`config.mk`:
```
export PLATFORM = sky130hd
export DESIGN_NAME = i2c_xfer_seq
export DESIGN_NICKNAME = d
export VERILOG_FILES = /design/src/rtl/i2c_xfer_seq.sv
export SDC_FILE = /design/constraint.sdc
export NUM_CORES = 1
export LEC_CHECK = 0
export ABC_AREA = 0
export BUFFER_PORTS_ARGS = -buffer_cell sky130_fd_sc_hd__buf_4
export CAP_MARGIN = 20
export CORE_MARGIN = 1
export CORE_UTILIZATION = 30
export DETAILED_ROUTE_END_ITERATION = 12
export PLACE_DENSITY = 0.51
export SETUP_SLACK_MARGIN = 0.3
export SYNTH_ARGS = -nofsm -noshare
export SYNTH_HDL_FRONTEND = slang
export SYNTH_SLANG_ARGS = --single-unit
export TNS_END_PERCENT = 10
```
`constraint.sdc`:
```
create_clock -name i_sysclk -period 2.24 [get_ports i_sysclk]
set_input_delay 0.112 -clock i_sysclk [delete_from_list [all_inputs] [get_ports i_sysclk]]
set_output_delay 0.112 -clock i_sysclk [all_outputs]
set_load 0.02 [all_outputs]
```
`src/rtl/i2c_xfer_seq.sv`:
```
// i2c_xfer_seq: single-byte I2C master transfer sequencer driving a register-mapped I2C core
module i2c_xfer_seq #(
  parameter logic [7:0]  FDR_VAL  = 8'h07,
  parameter logic [5:0]  ADDR_FDR = 6'h04,
  parameter logic [5:0]  ADDR_CR  = 6'h08,
  parameter logic [5:0]  ADDR_SR  = 6'h0C,
  parameter logic [5:0]  ADDR_DR  = 6'h10,
  parameter logic [15:0] TIMEOUT  = 16'd50000
) (
  input  logic       i_sysclk,
  input  logic       i_reset,
  input  logic       i_cmd_valid,
  output logic       o_cmd_ready,
  input  logic       i_cmd_rnw,
  input  logic [6:0] i_cmd_saddr,
  input  logic [7:0] i_cmd_wdata,
  output logic       o_done,
  output logic [7:0] o_rdata,
  output logic [1:0] o_status,
  output logic       o_wr_ena,
  output logic [5:0] o_wr_addr,
  output logic [7:0] o_wr_data,
  output logic       o_rd_ena,
  output logic [5:0] o_rd_addr,
  input  logic [7:0] i_rd_data
);
  localparam logic [4:0] S_INIT_FDR = 5'd0, S_INIT_SR = 5'd1, S_IDLE = 5'd2, S_CR_MEN = 5'd3,
    S_POLL_REQ = 5'd4, S_POLL_WAIT = 5'd5, S_POLL_CHK = 5'd6, S_CR_STA = 5'd7, S_DR_ADDR = 5'd8,
    S_CLR = 5'd9, S_DR_WD = 5'd10, S_CR_TXAK = 5'd11, S_RD_DUMMY = 5'd12, S_CR_B0 = 5'd13,
    S_RD_DATA = 5'd14, S_RD_WAIT = 5'd15, S_RD_LATCH = 5'd16, S_STOP = 5'd17, S_ARB_CR = 5'd18,
    S_ARB_SR = 5'd19, S_TO_CR = 5'd20, S_DONE = 5'd21;
  localparam logic [2:0] PH_START = 3'd0, PH_ADDR = 3'd1, PH_WDAT = 3'd2, PH_RDAT = 3'd3,
    PH_STOP = 3'd4;
  logic [4:0] st, nxt;
  logic [2:0] ph, nph;
  logic [15:0] cnt;
  logic rnw;
  logic [6:0] saddr;
  logic [7:0] wdata;
  logic a_wr, a_rd;
  logic [5:0] a_addr;
  logic [7:0] a_data;
  logic wait_bb, ok, mal, nack, expired, accept;
  // SR bits: 5 MBB, 4 MAL, 1 MIF, 0 RXAK
  assign wait_bb = ph == PH_START || ph == PH_STOP;
  assign ok      = wait_bb ? !i_rd_data[5] : i_rd_data[1];
  assign mal     = !wait_bb && i_rd_data[4];
  assign nack    = (ph == PH_ADDR || ph == PH_WDAT) && i_rd_data[0];
  assign expired = cnt == TIMEOUT - 16'd1;
  assign accept  = st == S_IDLE && i_cmd_valid && o_cmd_ready;
  always_comb begin
    nxt = st;
    nph = ph;
    a_wr = 1'b0;
    a_rd = 1'b0;
    a_addr = '0;
    a_data = '0;
    case (st)
      S_INIT_FDR: begin a_wr = 1'b1; a_addr = ADDR_FDR; a_data = FDR_VAL; nxt = S_INIT_SR; end
      S_INIT_SR:  begin a_wr = 1'b1; a_addr = ADDR_SR; nxt = S_IDLE; end
      S_IDLE:     nxt = accept ? S_CR_MEN : S_IDLE;
      S_CR_MEN:   begin a_wr = 1'b1; a_addr = ADDR_CR; a_data = 8'h80; nph = PH_START; nxt = S_POLL_REQ; end
      S_POLL_REQ: begin a_rd = 1'b1; a_addr = ADDR_SR; nxt = S_POLL_WAIT; end
      S_POLL_WAIT: nxt = S_POLL_CHK;
      S_POLL_CHK: nxt = !ok ? (expired ? S_TO_CR : S_POLL_REQ) :
                        ph == PH_START ? S_CR_STA : ph == PH_STOP ? S_DONE :
                        mal ? S_ARB_CR : nack ? S_STOP : S_CLR;
      S_CR_STA:   begin a_wr = 1'b1; a_addr = ADDR_CR; a_data = 8'hB0; nxt = S_DR_ADDR; end
      S_DR_ADDR:  begin a_wr = 1'b1; a_addr = ADDR_DR; a_data = {saddr, rnw}; nph = PH_ADDR; nxt = S_POLL_REQ; end
      S_CLR: begin
        a_wr = 1'b1;
        a_addr = ADDR_SR;
        nxt = ph == PH_ADDR ? (rnw ? S_CR_TXAK : S_DR_WD) : ph == PH_WDAT ? S_STOP : S_CR_B0;
      end
      S_DR_WD:    begin a_wr = 1'b1; a_addr = ADDR_DR; a_data = wdata; nph = PH_WDAT; nxt = S_POLL_REQ; end
      S_CR_TXAK:  begin a_wr = 1'b1; a_addr = ADDR_CR; a_data = 8'hA8; nxt = S_RD_DUMMY; end
      S_RD_DUMMY: begin a_rd = 1'b1; a_addr = ADDR_DR; nph = PH_RDAT; nxt = S_POLL_REQ; end
      S_CR_B0:    begin a_wr = 1'b1; a_addr = ADDR_CR; a_data = 8'hB0; nxt = S_RD_DATA; end
      S_RD_DATA:  begin a_rd = 1'b1; a_addr = ADDR_DR; nxt = S_RD_WAIT; end
      S_RD_WAIT:  nxt = S_RD_LATCH;
      S_RD_LATCH: nxt = S_STOP;
      S_STOP:     begin a_wr = 1'b1; a_addr = ADDR_CR; a_data = 8'h80; nph = PH_STOP; nxt = S_POLL_REQ; end
      S_ARB_CR:   begin a_wr = 1'b1; a_addr = ADDR_CR; a_data = 8'h80; nxt = S_ARB_SR; end
      S_ARB_SR:   begin a_wr = 1'b1; a_addr = ADDR_SR; nxt = S_DONE; end
      S_TO_CR:    begin a_wr = 1'b1; a_addr = ADDR_CR; nxt = S_DONE; end
      S_DONE:     nxt = S_IDLE;
      default:    nxt = S_INIT_FDR;
    endcase
  end
  always_ff @(posedge i_sysclk or posedge i_reset) begin
    if (i_reset) begin
      st <= S_INIT_FDR;
      ph <= PH_START;
      cnt <= '0;
      rnw <= 1'b0;
      saddr <= '0;
      wdata <= '0;
      o_cmd_ready <= 1'b0;
      o_done <= 1'b0;
      o_rdata <= '0;
      o_status <= '0;
      o_wr_ena <= 1'b0;
      o_wr_addr <= '0;
      o_wr_data <= '0;
      o_rd_ena <= 1'b0;
      o_rd_addr <= '0;
    end else begin
      st <= nxt;
      ph <= nph;
      o_wr_ena <= a_wr;
      o_rd_ena <= a_rd;
      o_wr_addr <= a_addr;
      o_rd_addr <= a_addr;
      o_wr_data <= a_data;
      o_done <= st == S_DONE;
      o_cmd_ready <= st == S_IDLE && !accept;
      cnt <= st == S_POLL_CHK ? cnt + 16'd1 : (st == S_POLL_REQ || st == S_POLL_WAIT) ? cnt : '0;
      if (accept) begin
        rnw <= i_cmd_rnw;
        saddr <= i_cmd_saddr;
        wdata <= i_cmd_wdata;
        o_status <= 2'd0;
      end
      if (st == S_POLL_CHK)
        o_status <= !ok ? (expired ? 2'd3 : o_status) : mal ? 2'd2 : nack ? 2'd1 : o_status;
      if (st == S_RD_LATCH) o_rdata <= i_rd_data;
    end
  end
endmodule

```
==> PnR_summary.wiki <==
{| class="wikitable"
! Metric !! Value
|-
| Outcome || completed
|-
| Largest driver fanout on the critical path || 21
|-
| Kind of cell with the highest combined delay on the critical path || compound AO/OA/AOI/OAI gates
|-
| Max-cap check violation count || 0
|-
| Total gr overflow || 0
|-
| Final routed wire length divided by cell count || roughly 15 µm
|-
| Part of the cycle the worst path needs || 82.0%
|-
| Path category of the worst min-delay check || in2reg
|-
| HPWL reported at the end of detailed placement || about 5.7 mm
|-
| Number of standard-cell rows in the floorplan || 39
|-
| Max Buffers Root-to-Sink || 2
|-
| P&R area growth vs syn || 24.3%
|-
| Pwr Density || approximately 1300 mW/mm²
|-
| Post-Syn Instances || 360
|-
| Cell Chain, Critical Path || nand2b_4 > or3_4 > a31oi_2 > o32ai_2 > o22a_1
|-
| Initial antenna violation count || 0
|-
| Most frequent cells in the layout || 67 x sky130_fd_sc_hd__buf_4, 65 x sky130_fd_sc_hd__dfrtp_1, 39 x sky130_fd_sc_hd__nand2_1
|-
| Worst Path Class, Setup || reg2reg
|-
| Vias || about 2900
|-
| Skew final || about 0.0062 ns
|-
| Core area || between 0.01 and 0.015 mm²
|-
| Final layout net count || between 400 and 500
|-
| Clock tree from TritonCTS || done
|-
| Mean cell area of the mapped netlist || between 9 and 10 µm²
|-
| Initial core utilization || 30.7%
|-
| Iteration count of the initial detailed-routing pass || 4
|-
| CP endpoint kind || flop
|-
| Starting DRT DRC Count || between 100 and 150
|-
| Antenna violation net count after detailed routing || 0
|-
| Post-Synthesis Cell Area || roughly 0.0035 mm²
|-
| Final WL || 8.30 mm
|-
| Clk pin slew, worst setup/hold paths || roughly 0.060 ns
|-
| Slowest-stage cell, CP || sky130_fd_sc_hd__or3_4
|-
| Via/cell ratio || 5.11
|-
| Clock sink total || between 60 and 70
|-
| Primary flip-flop cell chosen by synthesis mapping || sky130_fd_sc_hd__dfrtp_1
|-
| Commonest non-fill, non-tap cell in the layout || sky130_fd_sc_hd__buf_4
|-
| Count of synthesis-stage warnings from yosys || 0
|-
| Inserted Clock Buffers || 9
|-
| Data arrival time at the worst-slack endpoint || slightly above 2 ns
|-
| Gpl congestion || between 0.8 and 0.9
|-
| Finished Core Util || a little under two fifths
|-
| Top achievable clock speed || between 0.5 and 0.6 GHz
|-
| Slew at the pin with the worst max-slew slack || 0.492 ns
|-
| Remaining routing DRC violations || 0
|-
| Data required time of the worst path || 2.45 ns
|-
| Slew Viols, Final || 0
|-
| Leak pwr || 1.96 nW
|-
| Pin count of the biggest net entering global routing || 32
|-
| Share of async-settable or async-resettable flops after synthesis || 100%
|-
| Headroom to the max-slew limit || about two thirds
|-
| Setup repair after global routing missed its margin || yes
|-
| Die Footprint || 0.0121 mm²
|-
| Distinct cell type count of the synthesized netlist || 62
|-
| # setup viols final || 0
|-
| Total global routing track utilization || 15.4%
|-
| Port Buffers || between 50 and 60
|-
| First-pass GRT wire length || 14.3 mm
|-
| Root buffer cell || sky130_fd_sc_hd__clkbuf_16
|-
| Final hold vios || 0
|-
| Number of ports placed on the die boundary || 61
|-
| Worst IR Drop VDD || approximately 0.00051 V
|-
| Crit path time final || about 1.8 ns
|-
| Die Y-Extent || between 100 and 150 µm
|-
| Number of synthesized flops with an enable pin || 0
|-
| Fraction of layout cells with a size suffix above 1 || 27.4%
|-
| Reg-to-reg setup timing slack || a little over 0.4 ns
|-
| Number of global-route vias before repair || between 2000 and 3000
|-
| Number of flip-flops and latches in the synthesized netlist || 65
|-
| Clock latency on the worst-skew pair || between 0.3 and 0.4 ns
|-
| Buf/Inv on CP || 0
|-
| Register area share after synthesis || ~46%
|-
| Die Span X || roughly 110 µm
|-
| H-tree lvl count || 3
|-
| Delay contributed by the slowest stage of the critical path || ~0.5 ns
|-
| Number of inserted diodes || 0
|-
| Setup TNS || 0 ns
|-
| Element type at the critical path start || flop
|}
==> metrics by stage <==
step           std cells  total power [mW]  hold WS, ns  area (µm²)  setup WS, ns
4_1_cts              562              5.81      0.00178        4340         0.347
2_1_floorplan        365              3.65        0.247        3520         0.490
3_5_place_dp         543              4.42        0.179        4030         0.360
6_report             562              5.77      0.00588        4360         0.402
3_3_place_gp         543              4.42        0.169        4030         0.375
5_1_grt              562              6.18      0.00890        4360         0.294
==> metal layers <==
layer | routed length (µm) | vias up | global-route usage, % | share of wire, %
met5 | 0 | - | 0 | 0
met4 | 158 | 0 | 6.48 | 1.9
met3 | 274 | 12 | 3.06 | 3.3
met2 | 3880 | 62 | 23.7 | 47
met1 | 3990 | 1394 | 21.1 | 48
li1 | - | 1402 | - | -
==> synthesized netlist by cell type, types with 2 or more instances <==
cell	count	area share [%]
sky130_fd_sc_hd__nor2b_1	7	1.2
sky130_fd_sc_hd__a221oi_1	2	0.50
sky130_fd_sc_hd__nand3_1	10	1.4
sky130_fd_sc_hd__nand2_1	39	4.2
sky130_fd_sc_hd__o21a_1	2	0.43
sky130_fd_sc_hd__a22o_1	4	1.0
sky130_fd_sc_hd__xor2_1	3	0.75
sky130_fd_sc_hd__and2_1	2	0.36
sky130_fd_sc_hd__a211oi_1	3	0.64
sky130_fd_sc_hd__dfrtp_1	65	46
sky130_fd_sc_hd__a221o_1	2	0.57
sky130_fd_sc_hd__buf_6	3	0.96
sky130_fd_sc_hd__mux2_2	21	6.8
sky130_fd_sc_hd__mux2i_1	2	0.57
sky130_fd_sc_hd__clkbuf_1	7	0.75
sky130_fd_sc_hd__a31oi_1	4	0.71
sky130_fd_sc_hd__xnor2_1	4	1.0
sky130_fd_sc_hd__inv_1	4	0.43
sky130_fd_sc_hd__nor4b_1	4	1.0
sky130_fd_sc_hd__nor3b_1	2	0.43
sky130_fd_sc_hd__and3_1	2	0.36
sky130_fd_sc_hd__buf_2	9	1.3
sky130_fd_sc_hd__nand4_1	2	0.36
sky130_fd_sc_hd__o21ai_0	35	5.0
sky130_fd_sc_hd__o31ai_1	4	0.86
sky130_fd_sc_hd__or3_1	4	0.71
sky130_fd_sc_hd__o22ai_1	4	0.71
sky130_fd_sc_hd__buf_1	3	0.32
sky130_fd_sc_hd__nor3_1	12	1.7
sky130_fd_sc_hd__a32oi_1	3	0.75
sky130_fd_sc_hd__nand2b_1	6	1.1
sky130_fd_sc_hd__nor4_1	2	0.36
sky130_fd_sc_hd__nor2_1	28	3.0
sky130_fd_sc_hd__mux2_1	3	0.96
sky130_fd_sc_hd__buf_4	11	2.4
sky130_fd_sc_hd__a21oi_1	16	2.3
==> report_power, final <==
group	total [mW]	internal, mW	switching [mW]
registers	1.83	1.56	0.277
clock network	1.36	0.854	0.507
logic	2.57	1.08	1.49
==> area by class of cell <==
type	instances	area, µm²
Clock buffer	10	229
Fill cell	1164	7060
Tap cell	143	179
Sequential cell	65	1630
Multi-Input combinational cell	263	1690
Clock inverter	6	58.8
Timing Repair Buffer	71	553
Inverter	4	15.0
==> cells by family after synthesis <==
kind of cell / Yosys count / share of synthesized area [%]
multiplexers: 26 / 8.29
XOR/XNOR: 7 / 1.75
flip-flops: 65 / 46.4
AND/OR/NAND/NOR: 129 / 19.3
other: 1 / 0.107
adder cells (fa/ha/maj): 1 / 0.357
buffers and inverters: 37 / 6.11
AO/OA/AOI/OAI: 94 / 17.6
==> worst register-to-register path: stages (launching register included) <==
cell	delay, ns
sky130_fd_sc_hd__dfrtp_1	0.48
sky130_fd_sc_hd__nand2b_4	0.10
sky130_fd_sc_hd__or3_4	0.50
sky130_fd_sc_hd__a31oi_2	0.27
sky130_fd_sc_hd__o32ai_2	0.14
sky130_fd_sc_hd__o22a_1	0.24
==> final timing paths <==
| path | startpoint | endpoint | cells after the start |
|---|---|---|---|
| setup / recovery | st[1]$_DFF_PP0_ | o_status[0]$_DFFE_PP0P_ | 5 |
| hold / removal | i_cmd_saddr[1] | saddr[1]$_DFFE_PP0P_ | 2 |
| setup reg to reg | st[1]$_DFF_PP0_ | o_status[0]$_DFFE_PP0P_ | 5 |
| hold reg to reg | wdata[0]$_DFFE_PP0P_ | wdata[0]$_DFFE_PP0P_ | 1 |
| max in group asynchronous | i_reset | o_rdata[5]$_DFFE_PP0P_ | 4 |
| min in group asynchronous | i_reset | wdata[0]$_DFFE_PP0P_ | 3 |
==> flip-flops by register name, indices dropped and copies added (netlist names) <==
name / flops
ph: 3
o_status: 2
o_rd_ena: 1
o_rd_addr: 3
rnw: 1
o_wr_data: 8
st: 5
cnt: 16
o_rdata: 8
o_cmd_ready: 1
saddr: 7
wdata: 8
o_wr_ena: 1
o_done: 1
==> repair_timing <==
item,4_1_cts,5_1_grt
setup endpoints to repair,0,4
hold endpoints to repair,22,0
setup buffers,0,0
hold buffers,3,0
resized for setup,0,2
(Power assumes the default switching activity.)
